===== config.mk =====
export PLATFORM = sky130hd
export DESIGN_NAME = dl_shift_seq_flat
export DESIGN_NICKNAME = d
export VERILOG_FILES = /design/src/rtl/dl_shift_seq_if.sv /design/src/rtl/dl_shift_seq.sv /design/src/flat_wrapper.sv
export SDC_FILE = /design/constraint.sdc
export NUM_CORES = 1
export LEC_CHECK = 0
export CORE_ASPECT_RATIO = 1.1
export CORE_MARGIN = 1.5
export CORE_UTILIZATION = 59
export DETAILED_ROUTE_END_ITERATION = 7
export GPL_ROUTABILITY_DRIVEN = 1
export PLACE_DENSITY = 0.94
export SYNTH_ARGS = -nofsm -noshare
export SYNTH_HDL_FRONTEND = slang
export SYNTH_SLANG_ARGS = --single-unit

===== constraint.sdc =====
create_clock -name clk -period 3.34 [get_ports clk]
set_input_delay 0.668 -clock clk [delete_from_list [all_inputs] [get_ports clk]]
set_output_delay 0.668 -clock clk [all_outputs]
set_load 0.01 [all_outputs]

===== src/rtl/dl_shift_seq_if.sv =====
// Request/response bundle for dl_shift_seq.
// slave: the sequencer side; master: the requester/consumer side.
interface dl_shift_seq_if #(
  parameter int NUM_BITS = 32
);
  localparam int SHW = $clog2(NUM_BITS);

  logic                req_valid;
  logic                req_ready;
  logic [NUM_BITS-1:0] req_data;
  logic [SHW-1:0]      req_shamt;
  logic [1:0]          req_op;
  logic                resp_valid;
  logic                resp_ready;
  logic [NUM_BITS-1:0] resp_data;

  modport slave (
    input  req_valid, req_data, req_shamt, req_op, resp_ready,
    output req_ready, resp_valid, resp_data
  );

  modport master (
    output req_valid, req_data, req_shamt, req_op, resp_ready,
    input  req_ready, resp_valid, resp_data
  );
endinterface


===== src/rtl/dl_shift_seq.sv =====
// Multi-cycle shift sequencer: SLL/SRL/SRA of a NUM_BITS operand, at most
// STEP positions per cycle through one small shift stage.
// Optional feature macro: DL_SHIFT_SEQ_ABORT_EN (adds the abort input).
module dl_shift_seq #(
  parameter int NUM_BITS = 32,
  parameter int STEP     = 4
) (
  input  logic clk,
  input  logic rst_n,
`ifdef DL_SHIFT_SEQ_ABORT_EN
  input  logic abort,
`endif
  dl_shift_seq_if.slave bus,
  output logic busy
);
  localparam int SHW = $clog2(NUM_BITS);
  localparam logic [SHW-1:0]      STEP_W = SHW'(STEP);
  localparam logic [NUM_BITS-1:0] ONES   = {NUM_BITS{1'b1}};

  typedef enum logic [1:0] {IDLE, SHIFT, DONE} state_t;

  state_t              state_q, state_d;
  logic [NUM_BITS-1:0] work_q, work_d;
  logic [SHW-1:0]      rem_q, rem_d;
  logic                right_q, right_d;
  logic                arith_q, arith_d;
  logic                sign_q, sign_d;

  logic [SHW-1:0]      k;
  logic [SHW-1:0]      rem_nxt;
  logic [NUM_BITS-1:0] fill;
  logic [NUM_BITS-1:0] shifted;

  // Single shift stage: k = min(remaining, STEP); SRA fills with the
  // operand MSB captured at accept time, logical shifts fill with zero.
  always_comb begin
    k       = (rem_q > STEP_W) ? STEP_W : rem_q;
    rem_nxt = rem_q - k;
    fill    = (right_q && arith_q && sign_q) ? ~(ONES >> k) : '0;
    shifted = right_q ? ((work_q >> k) | fill) : (work_q << k);
  end

  // Next-state and datapath update.
  always_comb begin
    state_d = state_q;
    work_d  = work_q;
    rem_d   = rem_q;
    right_d = right_q;
    arith_d = arith_q;
    sign_d  = sign_q;
    unique case (state_q)
      IDLE: begin
        if (bus.req_valid) begin
          work_d  = bus.req_data;
          rem_d   = bus.req_shamt;
          right_d = bus.req_op[0];
          // arithmetic only meaningful for right shifts; 2'b10 is SLL
          arith_d = bus.req_op[1] & bus.req_op[0];
          sign_d  = bus.req_data[NUM_BITS-1];
          state_d = SHIFT;
        end
      end
      SHIFT: begin
        work_d = shifted;
        rem_d  = rem_nxt;
        if (rem_nxt == '0) state_d = DONE;
      end
      DONE: begin
        if (bus.resp_ready) state_d = IDLE;
      end
      default: state_d = IDLE;
    endcase
`ifdef DL_SHIFT_SEQ_ABORT_EN
    // Abort cancels any in-flight op; coinciding with a DONE handshake it
    // lands in IDLE as well, so the consumed result is unaffected.
    if (abort && state_q != IDLE) begin
      state_d = IDLE;
      rem_d   = '0;
    end
`endif
  end

  // State and datapath registers with synchronous active-low reset.
  always_ff @(posedge clk) begin
    if (!rst_n) begin
      state_q <= IDLE;
      work_q  <= '0;
      rem_q   <= '0;
      right_q <= 1'b0;
      arith_q <= 1'b0;
      sign_q  <= 1'b0;
    end else begin
      state_q <= state_d;
      work_q  <= work_d;
      rem_q   <= rem_d;
      right_q <= right_d;
      arith_q <= arith_d;
      sign_q  <= sign_d;
    end
  end

  // Handshake outputs decode from state only (no combinational path from
  // req_valid/resp_ready).
  assign bus.req_ready  = (state_q == IDLE);
  assign bus.resp_valid = (state_q == DONE);
  assign bus.resp_data  = work_q;
  assign busy           = (state_q != IDLE);
endmodule


===== src/flat_wrapper.sv =====
// flat-port wrapper written by rule: the top's interface ports become plain ports
module dl_shift_seq_flat 
#(
  parameter int NUM_BITS = 32,
  parameter int STEP     = 4
)
  (clk, rst_n, busy, bus_req_valid, bus_req_data, bus_req_shamt, bus_req_op, bus_resp_ready, bus_req_ready, bus_resp_valid, bus_resp_data);
  dl_shift_seq_if #(.NUM_BITS(NUM_BITS)) bus_i ();
  input  logic clk;
  input  logic rst_n;
  output logic busy;
  input wire logic [$bits(bus_i.req_valid)-1:0] bus_req_valid;
  input wire logic [$bits(bus_i.req_data)-1:0] bus_req_data;
  input wire logic [$bits(bus_i.req_shamt)-1:0] bus_req_shamt;
  input wire logic [$bits(bus_i.req_op)-1:0] bus_req_op;
  input wire logic [$bits(bus_i.resp_ready)-1:0] bus_resp_ready;
  output wire logic [$bits(bus_i.req_ready)-1:0] bus_req_ready;
  output wire logic [$bits(bus_i.resp_valid)-1:0] bus_resp_valid;
  output wire logic [$bits(bus_i.resp_data)-1:0] bus_resp_data;
  assign bus_i.req_valid = bus_req_valid;
  assign bus_i.req_data = bus_req_data;
  assign bus_i.req_shamt = bus_req_shamt;
  assign bus_i.req_op = bus_req_op;
  assign bus_i.resp_ready = bus_resp_ready;
  assign bus_req_ready = bus_i.req_ready;
  assign bus_resp_valid = bus_i.resp_valid;
  assign bus_resp_data = bus_i.resp_data;
  dl_shift_seq #(.NUM_BITS(NUM_BITS), .STEP(STEP)) u_core (.clk(clk), .rst_n(rst_n), .bus(bus_i), .busy(busy));
endmodule

==> metrics.md, run 1 <==
| Metric | Value |
|---|---|
| Status | finished with violations |
| Failing checks | design-rule violations |
| Crit path time final | 2580 ps |
| DR iter-0 viols | 989 |
| Resized cells post-CTS | 0 |
| Number of setup buffers added after CTS | 0 |
| Setup TNS Final | 0 ps |
| Placed insts | 730 |
| Clk root buf | clkbuf_8 |
| PwrDens | 410 nW/um2 |
| Leakage | 1.84 nW |
| CTS Sinks | 42 |
| Total power | 2.13 mW |
| Peak supply drop | 293 uV |
| Post-synthesis cell area | 4400 um2 |
| Nets | 696 |
| Final Slew Violations | 0 |
| Setup violators final | 0 |
| Non-Filler Instances | 738 |
| CP peak stage delay | 770 ps |
| Critical Setup Path Class | flop to flop |
| Core Footprint | 7130 um2 |
| H-tree levels | 2 |
| Die area | 7990 um2 |
| Worst Hold End | u_core.arith_q$_SDFFE_PN0P_ |
| Routability cong. | 0.966 |
| CP max stage cell | dfxtp_1 |
| Hold path cells | 2 |
| Largest net degree at the start of global routing | 41 |
| RSZ-0062 raised after global routing | false |
| Final core occ | 73.0% |
| Worst Skew | 5.87 ps |
| Max FO, Critical Path | 15 |
| Synth Area per Inst | 7.03 um2 |
| WL final | 16.2 mm |
| Largest cells by area after synthesis | dfxtp_1, mux2i_1, nand2_1 |
| First-pass GRT wire length | 25.9 mm |
| Clock Latency Late Sink | 320 ps |
| R2R depth | 8 |
| Worst Setup Start Kind | flop |
| First-pass DRT Iterations | 8 |
| Syn nets | 670 |
| Async set-or-reset flop fraction in the synthesized netlist | 0% |
| Placed Area | 5110 um2 |
| Layout cells sized above 1 | 8.73% |
| DRC Markers | 7 |
| Vias in the first global route | 5023 |
| Number of max-cap violations | 0 |
| Worst reg2reg setup slack | 760 ps |
| Hold Vio Cnt, Final | 0 |
| Crit path from | u_core.rem_q[2]$_SDFFE_PN0P_ |
| Top FF cell, synth | dfxtp_1 |
| Crit path required time | 3560 ps |
| Final HPWL DP | 10.6 mm |
| Nature of the critical path endpoint | flop |
| Post-synth top area share | 19.1% |
| Seq/Total Area, Yosys | 19.1% |
| Layout area overhead | 18.1% |
| TritonCTS clock tree | yes |
| Antenna viol nets, final | 0 |
| Global Route Usage Sum | 40.7% |
| Rel. slew slack | 35.2% |
| Die Ht | 93.6 um |
| Initial Utilization | 61.8% |
| Die width | 85.4 um |
| Crit share post-route | 77.2% |
| Critical path data arrival time | 2800 ps |
| Achievable Freq | 388 MHz |
| TritonCTS buffer count | 5 |
| R2r endpoint | u_core.state_q[0]$_SDFFE_PN0P_ |
| Worst-margin pin slew | 963 ps |
| Netlist cell types | 64 |
| Yosys Warn Count | 0 |
| Antenna violations before repair | 0 |
| Clock slew at reported path FFs | 100 ps |
| CP cell instances | or3_1 > nand2_1 > ha_1 > o21a_1 > o22ai_1 > nor4b_1 > o21ai_0 > and2_1 |
| Worst r2r src | u_core.rem_q[2]$_SDFFE_PN0P_ |
| Number of synthesized flops with an enable pin | 0 |
| Area leader, netlist | dfxtp_1 |
| Cell row count | 32 |
| Hold wc startpoint | u_core.arith_q$_SDFFE_PN0P_ |
| Via Count | 5545 |
| Antenna diodes | 0 |
| Drt wl/cell | 22.0 um |
| Global route total overflow | 0 |
| Design Area, Final | 5200 um2 |
| Clock buffer depth | 2 |
| Min-delay worst type | flop to flop |
| Io pins | 78 |
| #FFs+latches synth | 42 |
| Cells after Synth | 626 |
| CTS Hold Bufs | 0 |
| DR vias/cell | 7.51 |
| PortBufs | 77 |
## critical path, delay by kind of cell (launching register included)
family                   cells  cell delay, ps
AND/OR/NAND/NOR              4             960
adder cells (fa/ha/maj)      1             250
flip-flops                   1             770
AO/OA/AOI/OAI                3             490
## power breakdown
part           internal, mW  leakage, nW  switching (mW)
logic                 0.437         1.45           0.543
clock network         0.156       0.0495           0.232
registers             0.562        0.347           0.201
## per-stage QoR
stage,setup WS [ps],hold slack [ps]
floorplan,1070,455
global placement,718,470
detailed placement,696,480
CTS,803,492
global route,591,522
finish,762,490
## worst max-delay path by stage
stage / endpoint / slack (ps)
finish: u_core.state_q[0]$_SDFFE_PN0P_ / 760
global route: u_core.state_q[0]$_SDFFE_PN0P_ / 590
CTS: bus_resp_valid / 800
detailed placement: u_core.bus.resp_data[28]$_SDFFE_PN0P_ / 700
global placement: u_core.bus.resp_data[18]$_SDFFE_PN0P_ / 720
floorplan: u_core.state_q[0]$_SDFFE_PN0P_ / 1070
## cell families after synthesis
kind of cell / Yosys count / synth area share [%]
other: 1 / 0.0852
adders and majority gates: 1 / 0.284
DFF: 42 / 19.1
muxes: 65 / 17.4
AOI/OAI and AO/OA: 199 / 29.8
buffers and inverters: 86 / 8.55
and+or+nand+nor: 231 / 24.6
xor gates and xnor gates: 1 / 0.199
## metal layers
layer  routed length (um)  global-route usage [%]
met3                 2260                    7.50
met1                 6150                    55.0
met5                    0                       0
met2                 6950                    61.2
met4                  848                    22.4
## flip-flops by register name, indices dropped and copies added (netlist names)
signal,cells
u_core.bus.resp_data,32
u_core.rem_q,5
u_core.state_q,2
u_core.arith_q,1
u_core.right_q,1
u_core.sign_q,1
## placed cells by master (no fill, tap or decap), types with 5 or more instances in the layout
master           count
nor4_1               6
clkbuf_8             5
clkdlybuf4s50_1     77
dfxtp_1             42
o21ai_0             45
a211oi_1            16
a31oi_1             12
o221ai_1            13
nor2_1              31
nor2b_1              6
mux4_2               8
o22ai_1              6
buf_4               19
a21oi_1             46
inv_1                8
nor3_1               8
o211ai_1            11
mux2_2              11
mux2i_1             46
nand3_1             33
a21boi_0             5
nand2_1            113
## synthesized netlist by cell type, types with 5 or more instances
cell and count:
o221ai_1 13, nor4_1 6, nor2_1 31, buf_2 20, clkbuf_1 43, buf_1 6
a21oi_1 46, o22ai_1 6, nor2b_1 7, nand2_1 113, o21ai_0 45, dfxtp_1 42
inv_1 8, nand3_1 33, nor3_1 8, a211oi_1 16, buf_4 5, mux4_2 8
a31oi_1 12, mux2_2 11, mux2i_1 46, o211ai_1 11, a21boi_0 5
## final cells by class
type / count / area [um2]
fillers: 583 / 1930
well taps: 85 / 106
clock buffers: 5 / 68.8
clock inverters: 3 / 26.3
multi-input cells: 498 / 3210
inverters: 9 / 33.8
repair buffers: 96 / 913
flip-flops and latches: 42 / 841
No activity file was read; power rests on OpenSTA's default activity.
==> run 2, diff against run 1 <==
- CORE_UTILIZATION: 59 -> 54
- PLACE_DENSITY: 0.94 -> 0.88
- clock period: 3.34 -> 2.4 ns (I/O delays scaled with it)
==> run 2 against run 1 <==
Net effect: the flow now finishes without violations; power is 42% higher; sequential share of layout area decreased by 0.92 points; register-to-register slack got worse by 540 ps; clock skew fell by 2.2 ps; flip-flop and latch count stayed put; critical endpoint is now bus_resp_valid.
==> metrics.md, run 2 (same netlist as run 1, synthesis figures left out) <==
| Metric | Value |
|---|---|
| PortBufs | 77 (unchanged) |
| Antenna viol nets, final | 0 (unchanged) |
| Largest register FFs | 32 (unchanged) |
| Hold Vio Cnt, Final | 0 (unchanged) |
| TritonCTS buffer count | 5 (unchanged) |
| WL final | 16.6 mm (+2.3%) |
| CP max stage cell | dfxtp_1 |
| Io pins | 78 (unchanged) |
| Worst setup path end | bus_resp_valid |
| Setup TNS Final | 0 ps (unchanged) |
| Crit path required time | 1920 ps (-1640 ps) |
| Number of max-cap violations | 0 (unchanged) |
| CTS Hold Bufs | 0 (unchanged) |
| Total power | 3.03 mW (+42%) |
| Rel. slew slack | 58.2% (+23 points) |
| Die width | 89.1 um (+4.4%) |
| Placed Area | 5430 um2 (+6.2%) |
| Worst Skew | 3.71 ps (-2.16 ps) |
| Crit path time final | 2180 ps |
| Via Count | 5520 (-0.45%) |
| Antenna diodes | 0 (unchanged) |
| DRC Markers | 0 (-7) |
| PwrDens | 550 nW/um2 (+34%) |
| RSZ-0062 raised after global routing | false |
| DP Worst Slack | 219 ps (-477 ps) |
| Largest net degree at the start of global routing | 41 (unchanged) |
| Crit share post-route | 90.8% |
| Placed insts | 785 (+7.5%) |
| Achievable Freq | 459 MHz |
| TritonCTS clock tree | yes |
| Clock buffer depth | 2 (unchanged) |
| Die area | 8710 um2 (+8.9%) |
| Clock Latency Late Sink | 310 ps (about the same) |
| Cell row count | 34 (+6.3%) |
| Layout cells sized above 1 | 13.0% (+4.3 points) |
| Routability cong. | 1.03 (+6.5%) |
| Crit path from | u_core.state_q[1]$_SDFFE_PN0P_ |
| Global route total overflow | 0 (unchanged) |
| Worst r2r src | u_core.rem_q[2]$_SDFFE_PN0P_ |
| Status | finished, final reports clean |
| Critical path data arrival time | 1700 ps (-1100 ps) |
| Nature of the critical path endpoint | output port |
| DR vias/cell | 6.96 (-7.4%) |
| Die Ht | 97.7 um (+4.4%) |
| CP cell instances | inv_1 > nor2_1 > clkdlybuf4s50_1 |
| Resized cells post-CTS | 0 (unchanged) |
| First-pass DRT Iterations | 5 (-3) |
| Clk root buf | clkbuf_8 |
| Initial Utilization | 55.6% (-6.1 points) |
| R2R depth | 9 (+1) |
| Critical Setup Path Class | flop to output port |
| Core Footprint | 7910 um2 (+11%) |
| Global Route Usage Sum | 38.0% (-2.7 points) |
| Vias in the first global route | 5156 (+2.6%) |
| CP peak stage delay | 580 ps (-190 ps) |
| Layout area overhead | 25.3% |
| Nets | 728 (+4.6%) |
| Max FO, Critical Path | 12 (-3) |
| Setup violators final | 0 (unchanged) |
| Commonest non-fill, non-tap cell in the layout | nand2_1 |
| Drt wl/cell | 20.9 um (-4.8%) |
| Worst Setup Start Kind | flop |
| DR iter-0 viols | 740 (-25%) |
| First-pass GRT wire length | 26.3 mm (+1.4%) |
| Commonest non-fill, non-tap cells in the layout | nand2_1, clkdlybuf4s50_1, buf_4 |
| Final Slew Violations | 0 (unchanged) |
| Min-delay worst type | flop to flop |
| Clock slew at reported path FFs | 100 ps (about the same) |
| Hold Slack | 490 ps (-0.571 ps) |
| Number of setup buffers added after CTS | 0 (unchanged) |
| Final worst slack | 222 ps (-540 ps) |
| R2r endpoint | u_core.state_q[0]$_SDFFE_PN0P_ |
| Design Area, Final | 5520 um2 (+6.0%) |
| Worst-margin pin slew | 612 ps (-352 ps) |
| Non-Filler Instances | 793 (+7.5%) |
| Worst reg2reg setup slack | 220 ps (-540 ps) |
| H-tree levels | 2 (unchanged) |
| CTS Sinks | 42 (unchanged) |
| Leakage | 2.01 nW (+9.2%) |
| Peak supply drop | 309 uV (+5.4%) |
| Final HPWL DP | 11.5 mm (+8.7%) |
| Antenna violations before repair | 0 (unchanged) |
| Final core occ | 69.7% (-3.3 points) |
run 2: cell count changes in the layout (fill, tap and decap cells not counted), sizes merged:
cell / previous run / this run
clkinv: 0 / 2
clkinvlp: 0 / 1
buf: 19 / 51
inv: 12 / 9
run 2: how the worst min path moves through the flow:
stage / slack [ps] / cells after the start / from / end
after floorplan: 460 / 2 / u_core.arith_q$_SDFFE_PN0P_ / u_core.arith_q$_SDFFE_PN0P_
after global placement: 470 / 2 / u_core.sign_q$_SDFFE_PN0P_ / u_core.sign_q$_SDFFE_PN0P_
after detailed placement: 480 / 2 / u_core.sign_q$_SDFFE_PN0P_ / u_core.sign_q$_SDFFE_PN0P_
after CTS: 490 / 2 / u_core.sign_q$_SDFFE_PN0P_ / u_core.sign_q$_SDFFE_PN0P_
after global routing: 550 / 2 / u_core.arith_q$_SDFFE_PN0P_ / u_core.arith_q$_SDFFE_PN0P_
final: 490 / 2 / u_core.sign_q$_SDFFE_PN0P_ / u_core.sign_q$_SDFFE_PN0P_
run 2: critical path, delay by kind of cell (launching register included):
| family | cells | cell delay [ps] |
|---|---|---|
| buffers and inverters | 2 | 670 |
| DFF | 1 | 580 |
| and+or+nand+nor | 1 | 150 |
run 2: power by group:
group          total [mW]  internal [mW]  switching, mW  leakage, nW
registers            1.01          0.782          0.232        0.347
logic                1.51          0.697          0.818         1.62
clock network       0.503          0.205          0.297       0.0441
total                3.03           1.68           1.35         2.01
run 2: metal layers:
metal / wire length (um) / share of wire [%] / vias up / global-route usage, %
met3: 2150 / 13 / 96 / 7.14
met5: 0 / 0 / - / 0
met1: 6210 / 37 / 2499 / 50.6
met4: 759 / 4.6 / 0 / 18.2
li1: - / - / 2429 / -
met2: 7450 / 45 / 496 / 58.5
run 2: area by class of cell:
type                            count  area, um2
Multi-Input combinational cell    498       3210
Timing Repair Buffer              128       1200
Clock inverter                      3       21.3
Sequential cell                    42        841
Clock buffer                        5       68.8
Fill cell                         680       2400
Tap cell                          108        135
Inverter                            9       33.8
